--- config.mk ---
export PLATFORM = sky130hd
export DESIGN_NAME = icache_responder
export DESIGN_NICKNAME = d
export VERILOG_FILES = /design/src/rtl/rv32i_types.sv /design/src/rtl/icache_line_array.sv /design/src/rtl/icache_responder.sv
export SDC_FILE = /design/constraint.sdc
export NUM_CORES = 2
export LEC_CHECK = 0
export BUFFER_PORTS_ARGS = -buffer_cell sky130_fd_sc_hd__buf_2
export CAP_MARGIN = 10
export CELL_PAD_IN_SITES_DETAIL_PLACEMENT = 0
export CELL_PAD_IN_SITES_GLOBAL_PLACEMENT = 1
export CORE_ASPECT_RATIO = 0.9
export CORE_MARGIN = 2
export CORE_UTILIZATION = 56
export DETAILED_ROUTE_END_ITERATION = 8
export PLACE_DENSITY = 0.85
export SLEW_MARGIN = 20
export SYNTH_ARGS = -nofsm -noshare
export SYNTH_HDL_FRONTEND = slang
export SYNTH_MEMORY_MAX_BITS = 65536
export SYNTH_SLANG_ARGS = --single-unit
--- constraint.sdc ---
create_clock -name clk -period 29.6 [get_ports clk]
set_clock_uncertainty 0.1 [all_clocks]
set_input_delay 5.92 -clock clk [delete_from_list [all_inputs] [get_ports clk]]
set_output_delay 5.92 -clock clk [all_outputs]
set_load 0.02 [all_outputs]
--- src/rtl/rv32i_types.sv ---
// Shared RV32I types: instruction-cache geometry, controller states and the
// line word-select helper used by icache_responder.
package rv32i_types;

    localparam int ICACHE_LINE_BYTES = 32;
    localparam int ICACHE_BEATS      = 4;
    localparam int ICACHE_LINE_BITS  = ICACHE_LINE_BYTES * 8;

    typedef enum logic [2:0] {
        IDLE      = 3'd0,
        COMPARE   = 3'd1,
        FILL_REQ  = 3'd2,
        FILL_WAIT = 3'd3,
        RESPOND   = 3'd4
    } icache_state_t;

    // Pick 32-bit word wsel out of a 256-bit line (word 0 in the low bits).
    function automatic logic [31:0] icache_word(input logic [ICACHE_LINE_BITS-1:0] line,
                                                input logic [2:0]                  wsel);
        return line[{wsel, 5'b00000} +: 32];
    endfunction

endpackage

--- src/rtl/icache_line_array.sv ---
// Tag / valid / line storage for the direct-mapped instruction cache.
// Combinational read by index, one synchronous write port; only the valid
// bits are reset, tag and data contents are don't-care until written.
module icache_line_array
    import rv32i_types::*;
#(
    parameter int SETS  = 16,
    parameter int IDX_W = $clog2(SETS),
    parameter int TAG_W = 27 - IDX_W
) (
    input  logic                        clk,
    input  logic                        rst,
    input  logic [IDX_W-1:0]            rd_index,
    output logic                        rd_valid,
    output logic [TAG_W-1:0]            rd_tag,
    output logic [ICACHE_LINE_BITS-1:0] rd_line,
    input  logic                        wr_en,
    input  logic [IDX_W-1:0]            wr_index,
    input  logic [TAG_W-1:0]            wr_tag,
    input  logic [ICACHE_LINE_BITS-1:0] wr_line
);

    logic [SETS-1:0]             valid_r;
    logic [TAG_W-1:0]            tag_r  [SETS];
    logic [ICACHE_LINE_BITS-1:0] data_r [SETS];

    // Valid bits: cleared by reset, set when a refilled line is installed.
    always_ff @(posedge clk) begin
        if (!rst) begin
            valid_r <= '0;
        end else if (wr_en) begin
            valid_r[wr_index] <= 1'b1;
        end
    end

    // Tag and line data: plain write-enabled storage.
    always_ff @(posedge clk) begin
        if (wr_en) begin
            tag_r[wr_index]  <= wr_tag;
            data_r[wr_index] <= wr_line;
        end
    end

    assign rd_valid = valid_r[rd_index];
    assign rd_tag   = tag_r[rd_index];
    assign rd_line  = data_r[rd_index];

endmodule

--- src/rtl/icache_responder.sv ---
// Direct-mapped read-only instruction cache between the fetch unit (imem_*)
// and the 4 x 64-bit burst memory (bmem_*). Hits answer in the COMPARE cycle
// so back-to-back hits stream one word per cycle; misses refill a full line.
// Optional build macro ICACHE_PERF_CNT_EN adds saturating hit/miss counters.
module icache_responder
    import rv32i_types::*;
#(
    parameter int          SETS    = 16,
    parameter logic [31:0] INIT_PC = 32'h6000_0000
) (
    input  logic        clk,
    input  logic        rst,
    input  logic [31:0] imem_addr,
    input  logic [3:0]  imem_rmask,
    output logic        imem_resp,
    output logic [31:0] imem_rdata,
    output logic [31:0] bmem_addr,
    output logic        bmem_read,
    input  logic        bmem_ready,
    input  logic        bmem_rvalid,
    input  logic [63:0] bmem_rdata
`ifdef ICACHE_PERF_CNT_EN
    ,
    output logic [31:0] hit_count,
    output logic [31:0] miss_count
`endif
);

    localparam int IDX_W = $clog2(SETS);
    localparam int TAG_W = 32 - 5 - IDX_W;

    icache_state_t               state_r;
    logic [31:0]                 req_addr_r;
    logic [1:0]                  beat_cnt_r;
    logic [63:0]                 fill_buf_r [ICACHE_BEATS];
    logic [31:0]                 bmem_addr_r;
    logic [31:0]                 rdata_r;

    logic [IDX_W-1:0]            req_index_s;
    logic [TAG_W-1:0]            req_tag_s;
    logic                        rd_valid_s;
    logic [TAG_W-1:0]            rd_tag_s;
    logic [ICACHE_LINE_BITS-1:0] rd_line_s;
    logic [ICACHE_LINE_BITS-1:0] fill_line_s;
    logic [ICACHE_LINE_BITS-1:0] wr_line_s;
    logic                        hit_s;
    logic                        resp_s;
    logic [31:0]                 resp_word_s;
    logic                        capture_s;
    logic                        last_beat_s;
    logic                        wr_en_s;
    logic                        unused_s;

    icache_line_array #(
        .SETS  (SETS),
        .IDX_W (IDX_W),
        .TAG_W (TAG_W)
    ) u_line_array (
        .clk      (clk),
        .rst      (rst),
        .rd_index (req_index_s),
        .rd_valid (rd_valid_s),
        .rd_tag   (rd_tag_s),
        .rd_line  (rd_line_s),
        .wr_en    (wr_en_s),
        .wr_index (req_index_s),
        .wr_tag   (req_tag_s),
        .wr_line  (wr_line_s)
    );

    // Lookup, response word selection, acceptance and refill-install decode.
    always_comb begin
        req_index_s = req_addr_r[5 +: IDX_W];
        req_tag_s   = req_addr_r[31 -: TAG_W];
        fill_line_s = {fill_buf_r[3], fill_buf_r[2], fill_buf_r[1], fill_buf_r[0]};
        // The last beat goes straight from the bus into the installed line.
        wr_line_s   = {bmem_rdata, fill_buf_r[2], fill_buf_r[1], fill_buf_r[0]};
        hit_s       = (state_r == COMPARE) && rd_valid_s && (rd_tag_s == req_tag_s);
        if (state_r == RESPOND) begin
            resp_s      = 1'b1;
            resp_word_s = icache_word(fill_line_s, req_addr_r[4:2]);
        end else begin
            resp_s      = hit_s;
            resp_word_s = icache_word(rd_line_s, req_addr_r[4:2]);
        end
        // Fetch only advances its address on a response, so a new request
        // is sampled only from IDLE or in a response cycle.
        capture_s   = (imem_rmask != 4'b0000) && ((state_r == IDLE) || resp_s);
        last_beat_s = (state_r == FILL_WAIT) && bmem_rvalid && (beat_cnt_r == 2'd3);
        wr_en_s     = last_beat_s && rst;
    end

    // Controller: request capture, state sequencing, refill address, rdata hold.
    always_ff @(posedge clk) begin
        if (!rst) begin
            state_r     <= IDLE;
            beat_cnt_r  <= 2'd0;
            req_addr_r  <= 32'd0;
            bmem_addr_r <= 32'd0;
            rdata_r     <= 32'd0;
        end else begin
            if (capture_s) begin
                req_addr_r <= imem_addr;
            end
            if (resp_s) begin
                rdata_r <= resp_word_s;
            end
            case (state_r)
                IDLE: begin
                    if (capture_s) begin
                        state_r <= COMPARE;
                    end
                end
                COMPARE: begin
                    if (hit_s) begin
                        state_r <= capture_s ? COMPARE : IDLE;
                    end else begin
                        state_r     <= FILL_REQ;
                        bmem_addr_r <= {req_addr_r[31:5], 5'b00000};
                    end
                end
                FILL_REQ: begin
                    if (bmem_ready) begin
                        state_r    <= FILL_WAIT;
                        beat_cnt_r <= 2'd0;
                    end
                end
                FILL_WAIT: begin
                    if (bmem_rvalid) begin
                        beat_cnt_r <= beat_cnt_r + 2'd1;
                        if (beat_cnt_r == 2'd3) begin
                            state_r <= RESPOND;
                        end
                    end
                end
                RESPOND: begin
                    state_r <= capture_s ? COMPARE : IDLE;
                end
                default: begin
                    state_r <= IDLE;
                end
            endcase
        end
    end

    // Fill buffer: collects refill beats in arrival order.
    always_ff @(posedge clk) begin
        if ((state_r == FILL_WAIT) && bmem_rvalid) begin
            fill_buf_r[beat_cnt_r] <= bmem_rdata;
        end
    end

`ifdef ICACHE_PERF_CNT_EN
    // Saturating hit/miss counters, sampled on each COMPARE decision.
    always_ff @(posedge clk) begin
        if (!rst) begin
            hit_count  <= 32'd0;
            miss_count <= 32'd0;
        end else begin
            if (hit_s && (hit_count != 32'hFFFF_FFFF)) begin
                hit_count <= hit_count + 32'd1;
            end
            if ((state_r == COMPARE) && !hit_s && (miss_count != 32'hFFFF_FFFF)) begin
                miss_count <= miss_count + 32'd1;
            end
        end
    end
`endif

    assign imem_resp  = resp_s;
    assign imem_rdata = resp_s ? resp_word_s : rdata_r;
    assign bmem_read  = (state_r == FILL_REQ) && bmem_ready;
    assign bmem_addr  = bmem_addr_r;

    // Byte-offset bits and the start-PC parameter carry no logic.
    assign unused_s = ^{req_addr_r[1:0], INIT_PC};

endmodule

==> key figures <==
Floorplan
  – Cell row count: 199
  – Die Width: 608.9 um
  – Initial core utilization: 56.37%
  – Core Box Area: 327200 um^2
  – Die height: 548.4 um
  – Die footprint: 334000 um^2
  – I/O pin count: 170

Critical path
  – WP data arrival: 8150 ps
  – CP startpoint kind: flip-flop
  – WS Path Type: reg2out
  – CP peak stage delay: 850 ps
  – Delay-heaviest family, CP: buffers and inverters
  – Nature of the critical path endpoint: output pin
  – Slowest cell on crit path: buf_4
  – Most common cell on crit path: buf_4
  – Worst path cell trace: buf_12, buf_4, buf_4, buf_4, buf_4, mux4_2, mux4_2, a22oi_1, nand4_1, o211ai_1, nand2_1, buf_2
  – Crit path buf inv count: 6
  – CP Max Fanout: 94
  – Data required, critical path: 23580 ps

Final layout
  – Post-route cell area: 205000 um^2
  – Most frequent cells in the layout: 4720 x edfxtp_1, 1337 x mux4_2, 457 x clkbuf_16
  – Fill cell count: 20463
  – Commonest non-fill, non-tap cell in the layout: edfxtp_1
  – Area of the multi-input gates: 38190 um^2
  – Final Net Count: 8397
  – Area Overhead vs Synth: 11.13%
  – Sequential cell area: 144000 um^2
  – Share of cells above drive strength 1: 27.80%

Synthesis
  – Post-synthesis xor/xnor area fraction: 0.1377%
  – Top cell type's share of synthesized area: 76.85%
  – Unique cell type count in the Yosys netlist: 67
  – Area contributors post-synth: edfxtp_1 77%, mux4_2 16%, dfxtp_1 1.2%, mux2i_1 1.0%, nand2_1 0.92%
  – Post-Synth Simple-Gate Area: 1.767%
  – Largest family of logic cells by synthesized area: multiplexers
  – Mapped Cells: 7914
  – Adder-cell share of the synthesized area: 0.02714%
  – Async set-reset flop share out of synthesis: 0%
  – Synthesis warning total: 0
  – Seq cells post-synth: 4834
  – Multiplexer share of the synthesized area: 17.52%
  – Post-synthesis compound-gate area fraction: 1.143%
  – Cell Area, Synth: 184400 um^2
  – Largest area contributor in the netlist: edfxtp_1
  – Predominant post-synthesis flop cell: edfxtp_1
  – Mapped Avg Cell Area: 23.30 um^2
  – Sequential fraction of the synthesis area: 78.09%
  – Number of synthesized flops with an enable pin: 4720

Clock tree
  – Hold Buf Count CTS: 0
  – Total CTS buffers: 449
  – CTS tree: built
  – Post-CTS sizing: 0
  – Post-CTS Setup Inserts: 0
  – Clock H-tree levels: 5
  – Worst-path clk slew: 60 ps
  – Clock buffer depth: 4
  – Clock Sinks: 4834
  – Clock root buffer master: clkbuf_16
  – Clock Latency Late Sink: 940 ps

Route
  – Via count: 90684
  – Remaining DRCs: 0
  – Initial DRC count: 14511
  – Via density per instance: 6.973
  – Routed WL: 472800 um
  – Antenna viol nets, final: 0
  – Drt pass-1 iters: 6
  – Drt wl/cell: 36.35 um

STA
  – RSZ-0062 raised after global routing: no
  – Measured slew at the worst slew-check pin: 1207 ps
  – Slew headroom: 19.33%
  – Achievable Freq: 0.07055 GHz
  – Final Hold Fails: 0
  – Endpoints failing setup: 0
  – Period utilization: 47.89%
  – Tmin final: 14170 ps
  – Total negative slack: 0 ps
  – Final Slew Violations: 0

Global route
  – Total grt overflow: 0
  – First-pass GRT wire length: 674200 um
  – Met1 GRT Util: 38.30%
  – Routing usage on met2: 45.92%
  – Global routing usage on met3: 5.554%
  – Total track usage: 28.21%
  – Most Crowded Layer GR: met2
  – Largest net degree at the start of global routing: 134
  – Number of global-route vias before repair: 92293
  – Initial antenna violation count: 48

Run status
  – Outcome: complete, no violations

Place
  – Dpl hpwl: 219600 um
  – GP Congestion: 0.7555
  – I/O Buffers: 162
  – DP Area: 190300 um^2

Pwr
  – Peak VDD IR: 74.04 uV
  – Pleak: 63.24 nW
  – Pwr Density: 70.67 nW/um^2

Flow run
  – Max-cap violations: 0

Hold path
  – Worst hold path class: reg2reg
-- cell usage after synthesis, types with 12 or more instances --
master	count
edfxtp_1	4720
mux4_2	1337
nand2_1	454
mux2i_1	193
buf_2	176
nand3_1	123
dfxtp_1	114
clkbuf_1	113
buf_4	88
nor2_1	79
a32oi_1	54
a21oi_1	53
a31oi_1	48
buf_1	47
nor3_1	28
o211ai_1	20
a211oi_1	19
a221oi_1	19
a22oi_1	19
nand4_1	18
xor2_1	17
buf_6	15
o21ai_0	15
nor2b_1	13
xnor2_1	12
-- final timing paths --
kind	startpoint	end	slack [ps]	cells past startpoint
setup / recovery	flip-flop	imem_rdata[11]	15430	12
hold / removal	bmem_addr[22]$_SDFFE_PN0P_	bmem_addr[22]$_SDFFE_PN0P_	360	2
setup reg to reg	flip-flop	rdata_r[11]$_SDFF_PN0_	22430	11
hold reg to reg	bmem_addr[22]$_SDFFE_PN0P_	bmem_addr[22]$_SDFFE_PN0P_	360	2
-- stage by stage --
step,cells,hold slack (ps),utilization [%],power [W],setup WS (ps)
after detailed placement,12157,353.8,58.15,0.008791,16130
after global routing,12999,375.2,62.64,0.01482,14820
after floorplan,7918,334.8,-,0.008480,2324
final,13005,363.2,62.65,0.01448,15430
after CTS,12982,366.8,62.61,0.01452,15090
after global placement,12156,344.2,58.14,0.008769,16180
-- layer usage --
layer,vias to the layer above,wire (um)
met3,1132,54210
met1,47896,163500
li1,34488,-
met2,7148,235100
met5,-,116
met4,20,19830
-- power breakdown --
part	internal (W)	switching, W	leakage (nW)
Combinational	0.000533	0.000631	12.7
Sequential	0.00746	0.0000473	43.4
Clock	0.00331	0.00250	7.13
Total	0.0113	0.00318	63.2
-- area by class of cell --
type / instances / share of cell area (%)
Antenna cell: 21 / 0.02564
Clock buffer: 545 / 5.755
Clock inverter: 280 / 1.369
Inverter: 9 / 0.02076
Multi-Input combinational cell: 2631 / 18.63
Sequential cell: 4834 / 70.28
Tap cell: 4321 / 2.638
Timing Repair Buffer: 364 / 1.282
-- cell families after synthesis --
kind of cell,Yosys count
multiplexers,1545
adder cells (fa/ha/maj),4
flip-flops,4834
AO/OA/AOI/OAI,291
buffers and inverters,453
AND/OR/NAND/NOR,757
other,1
XOR/XNOR,29
-- tightest hold or removal path: cells and delay by family, from the launching register on --
kind / cells / cell delay, ps
and+or+nand+nor: 1 / 50
DFF: 1 / 310
muxes: 1 / 60
-- flip-flops by register name, summed over array words and instances (netlist names), named ones only --
signal	flops
req_addr_r	30
rdata_r	32
bmem_addr	27
beat_cnt_r	2
u_line_array.tag_r	368
u_line_array.data_r	4096
state_r	3
u_line_array.valid_r	16
fill_buf_r	256
Power figures use the tool's default switching activity.
